## src/rtl/gf180mcu_fd_sc_mcu9t5v0__clkdiv_ctrl.sv

```systemverilog
// gf180mcu_fd_sc_mcu9t5v0__clkdiv_ctrl
// Glitch-free programmable clock divider feeding the clkbuf_4 clock tree.
// Z is taken directly from a flop. A new DIV value takes effect only when a
// period starts. A stop request always finishes the current period, so Z is
// left parked low.
//
// Build option: define GF180MCU_FD_SC_MCU9T5V0_CLKDIV_ODD_EN to get odd ratios.
//   defined   : N = DIV+2, H = ceil(N/2), L = floor(N/2); any extra cycle goes in HIGH
//   undefined : N = 2*(DIV+1), H = L = DIV+1; exact 50% duty
module gf180mcu_fd_sc_mcu9t5v0__clkdiv_ctrl #(
  parameter int WIDTH = 4
) (
  input  logic             CLK,
  input  logic             RN,
  input  logic             EN,
  input  logic [WIDTH-1:0] DIV,
  output logic             Z,
  output logic             BUSY,
  output logic             EDGE
);

  localparam logic [1:0] ST_IDLE = 2'd0;
  localparam logic [1:0] ST_HIGH = 2'd1;
  localparam logic [1:0] ST_LOW  = 2'd2;

  logic [1:0]       r_state;
  logic [WIDTH-1:0] r_div_q;
  logic [WIDTH:0]   r_cnt;   // one bit wider than DIV so it can hold 2^WIDTH
  logic             r_z;
  logic             r_edge;

  logic [WIDTH:0]   w_h_new;  // high-phase length for a period starting now
  logic [WIDTH:0]   w_l_cur;  // low-phase length of the period in progress
  logic             w_cnt_last;

`ifdef GF180MCU_FD_SC_MCU9T5V0_CLKDIV_ODD_EN
  // H = ceil((d+2)/2) = (d+3) >> 1
  function automatic logic [WIDTH:0] f_high(input logic [WIDTH-1:0] d);
    logic [WIDTH+1:0] t;
    t = {2'b00, d} + (WIDTH+2)'(3);
    return t[WIDTH+1:1];
  endfunction

  // L = floor((d+2)/2) = (d+2) >> 1, which is never below 1
  function automatic logic [WIDTH:0] f_low(input logic [WIDTH-1:0] d);
    logic [WIDTH+1:0] t;
    t = {2'b00, d} + (WIDTH+2)'(2);
    return t[WIDTH+1:1];
  endfunction
`else
  // Even-only ratios: both phases last d+1 cycles
  function automatic logic [WIDTH:0] f_high(input logic [WIDTH-1:0] d);
    return {1'b0, d} + (WIDTH+1)'(1);
  endfunction

  function automatic logic [WIDTH:0] f_low(input logic [WIDTH-1:0] d);
    return {1'b0, d} + (WIDTH+1)'(1);
  endfunction
`endif

  assign w_h_new    = f_high(DIV);
  assign w_l_cur    = f_low(r_div_q);
  assign w_cnt_last = (r_cnt == (WIDTH+1)'(1));

  assign Z    = r_z;
  assign BUSY = (r_state != ST_IDLE);
  assign EDGE = r_edge;

  // Phase sequencer. EN is only looked at in IDLE and at the end of LOW.
  // DIV is only looked at when a period starts.
  // NOTE: state is updated with non-blocking assignments, so every branch
  // below reads the register values from before this edge. That is what
  // makes the start/boundary decisions race-free.
  always_ff @(posedge CLK) begin
    if (!RN) begin
      r_state <= ST_IDLE;
      r_div_q <= '0;
      r_cnt   <= '0;
      r_z     <= 1'b0;
      r_edge  <= 1'b0;
    end else begin
      r_edge <= 1'b0;
      case (r_state)
        ST_IDLE: begin
          if (EN) begin
            r_state <= ST_HIGH;
            r_div_q <= DIV;
            r_cnt   <= w_h_new;
            r_z     <= 1'b1;
            r_edge  <= 1'b1;
          end
        end
        ST_HIGH: begin
          if (w_cnt_last) begin
            r_state <= ST_LOW;
            r_cnt   <= w_l_cur;
            r_z     <= 1'b0;
          end else begin
            r_cnt <= r_cnt - (WIDTH+1)'(1);
          end
        end
        ST_LOW: begin
          if (w_cnt_last) begin
            if (EN) begin
              // Back-to-back restart with no idle gap
              r_state <= ST_HIGH;
              r_div_q <= DIV;
              r_cnt   <= w_h_new;
              r_z     <= 1'b1;
              r_edge  <= 1'b1;
            end else begin
              r_state <= ST_IDLE;
              r_cnt   <= '0;
            end
          end else begin
            r_cnt <= r_cnt - (WIDTH+1)'(1);
          end
        end
        default: begin
          r_state <= ST_IDLE;
          r_cnt   <= '0;
          r_z     <= 1'b0;
        end
      endcase
    end
  end

endmodule

```

## config.mk

```make
export PLATFORM = sky130hd
export DESIGN_NAME = gf180mcu_fd_sc_mcu9t5v0__clkdiv_ctrl
export DESIGN_NICKNAME = d
export VERILOG_FILES = /design/src/rtl/gf180mcu_fd_sc_mcu9t5v0__clkdiv_ctrl.sv
export SDC_FILE = /design/constraint.sdc
export NUM_CORES = 1
export LEC_CHECK = 0
export CAP_MARGIN = 20
export CORE_MARGIN = 4
export CORE_UTILIZATION = 57
export CTS_BUF_LIST = sky130_fd_sc_hd__clkbuf_8
export DETAILED_ROUTE_END_ITERATION = 10
export PLACE_DENSITY = 0.8
export SLEW_MARGIN = 25
export SYNTH_ARGS = -nofsm -noshare
export SYNTH_HDL_FRONTEND = slang
export SYNTH_SLANG_ARGS = --single-unit
```

## constraint.sdc

```tcl
create_clock -name CLK -period 1.8 [get_ports CLK]
set_input_delay 0.36 -clock CLK [delete_from_list [all_inputs] [get_ports CLK]]
set_output_delay 0.36 -clock CLK [all_outputs]
set_load 0.005 [all_outputs]
```

==> reports/metrics.csv, run 1 <==
stage,metric,value,unit
worst_setup_path,cp.arrival,1.87,ns
routing,wl_per_cell,16.6,um
sta,drv_slew,0,
yosys,ys_ff_latch,13,
floorplan,core_area,1510,sq um
floorplan,ios,10,
worst_setup_path,start_kind,input port,
yosys,synth_cell_types,38,
pwr,p_leak,0.000471,uW
run,max_cap_viol_count,0,
worst_hold_path,hp-start,Z$_SDFFE_PN0P_,
sta,finClkSkew,0.00244,ns
clock_tree,worstSkewPairLatency,0.25,ns
worst_hold_path,worstHoldPathType,reg2reg,
pwr,powerDensity,832,nW/um^2
grt,grt_max_degree,17,
sta,fin_crit,1.74,ns
worst_setup_path,crit_type,in2reg,
routing,postRouteAntennaNets,0,
floorplan,die_area,2290,sq um
sta,slew_headroom,72.6,%
floorplan,start_util,60.0,%
worst_setup_path,r2r_setup_slack,0.10,ns
sta,period_share,96.6,%
routing,firstDrtPassIters,4,
clock_tree,cts_root_buf,clkbuf_8,
yosys,synth_seq_area_share,28.8,%
clock_tree,clock-sinks,13,
yosys,synthCells,107,
clock_tree,cts_buffers,3,
clock_tree,clock_path_buffers,2,
routing,via_per_inst,6.45,
routing,routed_wl,2.39,mm
worst_setup_path,rr_worst_depth,7,
outcome,outcome,finished clean,
worst_setup_path,path_max_fanout,2,
floorplan,die_h,47.8,um
floorplan,die_w,47.8,um
grt,grtUsageTotal,23.3,%
grt,grt_first_pass_wirelength,3.68,mm
worst_setup_path,cp_num_cells,7,
clock_tree,cts_hold_buf,0,
sta,finalSetupTns,0,ns
grt,globalRoute.totalOverflow,0,
sta,fmax,0.575,GHz
worst_setup_path,startpoint,DIV[1],
clock_tree,cts.clk_slew.worst_paths,0.06,ns
cells_and_area,final_cells,144,
yosys,yosysWarningCount,0,
placed_design,dp_hpwl,1.69,mm
placed_design,gp_congestion,0.900,
yosys,syn_area,903,sq um
clock_tree,cts.htree.levels,1,
pwr,ir_worst_vdd,502,uV
sta,hold_violations,0,
cells_and_area,nNetsFinal,140,
worst_setup_path,worstSetupEndpoint,r_cnt[2]$_SDFFE_PN0N_,
worst_setup_path,critPathRequiredTime,1.93,ns
routing,initialDrtViolationCount,30,
placed_design,port_buffers,9,
routing,drcViolationCount,0,
worst_setup_path,critPathMaxStageDelay,0.49,ns
cells_and_area,final_common_cell,buf_4,
clock_tree,tritoncts,yes,
cells_and_area,area_delta_synth_final,28.4,%
worst_setup_path,cp-end-kind,flip-flop,
sta,worstMarginPinSlew,0.410,ns
cells_and_area,mostFrequentLayoutCells,"buf_4, dfxtp_1, a21oi_1",
floorplan,rows,14,
yosys,avgSynthCellArea,8.44,sq um
placed_design,dp_cells,139,
cells_and_area,drive_gt1_share,21.9,%
sta,report.final.setup_viol,0,
worst_setup_path,cpMaxStageDelayCell,clkdlybuf4s50_1,
worst_setup_path,path_delay_family,compound AO/OA/AOI/OAI gates,
grt,grt_antenna_before_repair,0,
grt,grt_pass1_vias,826,
worst_setup_path,crit-reg2reg-launch,r_cnt[1]$_SDFFE_PN0N_,
worst_setup_path,critPathBufInv,1,
cells_and_area,num_antenna_cells,0,
yosys,mappedNetlistNets,118,
worst_setup_path,path_cells,clkdlybuf4s50_1 -> ha_1 -> xnor2_2 -> o32ai_2 -> o211ai_1 -> a2bb2oi_1 -> o22ai_1,
routing,vias,929,
worst_setup_path,reg2reg_to,r_cnt[2]$_SDFFE_PN0N_,
[power by group]
part,internal (uW),switching [uW],total (uW)
combinational,167,174,341
clock,151,115,266
sequential,319,39.7,359
total,637,328,965
[Yosys cell counts]
cell type  count  share of area, %
a211oi_1       2               1.7
a211oi_4       1               2.2
a21boi_0       1              0.83
a21o_1         1              0.83
a21oi_1       12               6.6
a2bb2oi_1      1              0.97
a31oi_1        2               1.4
and2_1         1              0.69
and2_2         1              0.83
and3_1         1              0.69
buf_2          2               1.1
buf_6          1               1.2
clkbuf_1       3               1.2
dfxtp_1       13                29
ha_1           4               5.5
inv_1          5               2.1
mux2i_1        4               4.4
nand2_1        2              0.83
nand2b_1       3               2.1
nand3_1        6               3.3
nand3b_4       1               2.2
nand4_1        1              0.69
nor2_1         4               1.7
nor2_4         1               1.2
nor2b_1        6               4.2
nor3_1         2               1.1
nor4_1         1              0.69
nor4b_4        1               2.6
o211a_1        1               1.1
o211ai_1       3               2.5
o21a_1         1              0.83
o21ai_0        8               4.4
o22ai_1        3               2.1
o32ai_1        1              0.97
or2_2          1              0.69
or3_1          1              0.69
xnor2_1        2               1.9
xor2_1         3               2.9
[cells by family (layout without fill, tap and decap cells)]
family / after synthesis / in the layout / share of synthesized area [%]
AOI/OAI and AO/OA: 37 / 37 / 26.5
and+or+nand+nor: 33 / 33 / 24.2
DFF: 13 / 13 / 28.8
buffers and inverters: 11 / 32 / 5.68
xor gates and xnor gates: 5 / 5 / 4.85
adders and majority gates: 4 / 4 / 5.54
muxes: 4 / 4 / 4.43
[worst min-delay path by stage]
stage / endpoint / slack [ns] / depth (start not counted)
after global routing: Z$_SDFFE_PN0P_ / 0.57 / 2
after detailed placement: Z$_SDFFE_PN0P_ / 0.53 / 2
after floorplan: Z$_SDFFE_PN0P_ / 0.50 / 2
final: Z$_SDFFE_PN0P_ / 0.54 / 2
after CTS: Z$_SDFFE_PN0P_ / 0.54 / 2
after global placement: Z$_SDFFE_PN0P_ / 0.48 / 2
[state kept, by name (all words and copies together) (netlist names)]
register  flops
r_cnt         5
r_div_q       4
r_state       2
EDGE          1
Z             1
[final cells by class]
cell class / instances / area [sq um]
clock buffers: 3 / 41.3
clock inverters: 1 / 3.75
fillers: 105 / 347
inverters: 5 / 18.8
multi-input cells: 83 / 619
flip-flops and latches: 13 / 262
well taps: 16 / 20.0
repair buffers: 23 / 195
[through the flow]
| step | total power (uW) | instance area [sq um] | worst slack, ns | hold WS, ns | utilization, % |
|---|---|---|---|---|---|
| detailed placement | 674 | 1080 | -0.134 | 0.528 | 71.6 |
| floorplan | 573 | 903 | 0.209 | 0.503 | - |
| global route | 1010 | 1160 | -0.0136 | 0.570 | 77.0 |
| global placement | 660 | 1080 | -0.0827 | 0.484 | 71.6 |
| CTS | 936 | 1120 | 0.0325 | 0.541 | 74.6 |
| finish | 965 | 1160 | 0.0604 | 0.540 | 77.0 |
[metal layers]
metal | vias to the layer above | GRT usage, % | share of wire (%)
met3 | 10 | 2.63 | 7.5
li1 | 435 | - | -
met4 | 0 | 12.9 | 3.0
met5 | - | 0 | 0
met2 | 57 | 37.5 | 49
met1 | 427 | 30.0 | 40
[worst reg2reg max path: stages (launching register included)]
cell	delay [ns]
dfxtp_1	0.34
inv_2	0.09
ha_4	0.15
nor4b_4	0.33
o32ai_2	0.15
o211ai_1	0.24
a2bb2oi_1	0.20
o22ai_1	0.10
[repair_timing]
action,CTS,global route
gates resized for setup,0,6
setup endpoints to repair,0,4
buffers inserted,0,1
No activity file was read; power rests on OpenSTA's default activity.
==> run 2: changes to the inputs <==
--- a/config.mk
+++ b/config.mk
@@ -5,10 +5,12 @@
 export SDC_FILE = /design/constraint.sdc
 export NUM_CORES = 1
 export LEC_CHECK = 0
+export ABC_CLOCK_PERIOD_IN_PS = 1800
 export CAP_MARGIN = 20
 export CORE_MARGIN = 4
 export CORE_UTILIZATION = 57
 export CTS_BUF_LIST = sky130_fd_sc_hd__clkbuf_8
+export CTS_CLUSTER_SIZE = 16
 export DETAILED_ROUTE_END_ITERATION = 10
 export PLACE_DENSITY = 0.8
 export SLEW_MARGIN = 25
==> results of run 2 <==
Final layout, timing and power as in run 1 (identical DEF).
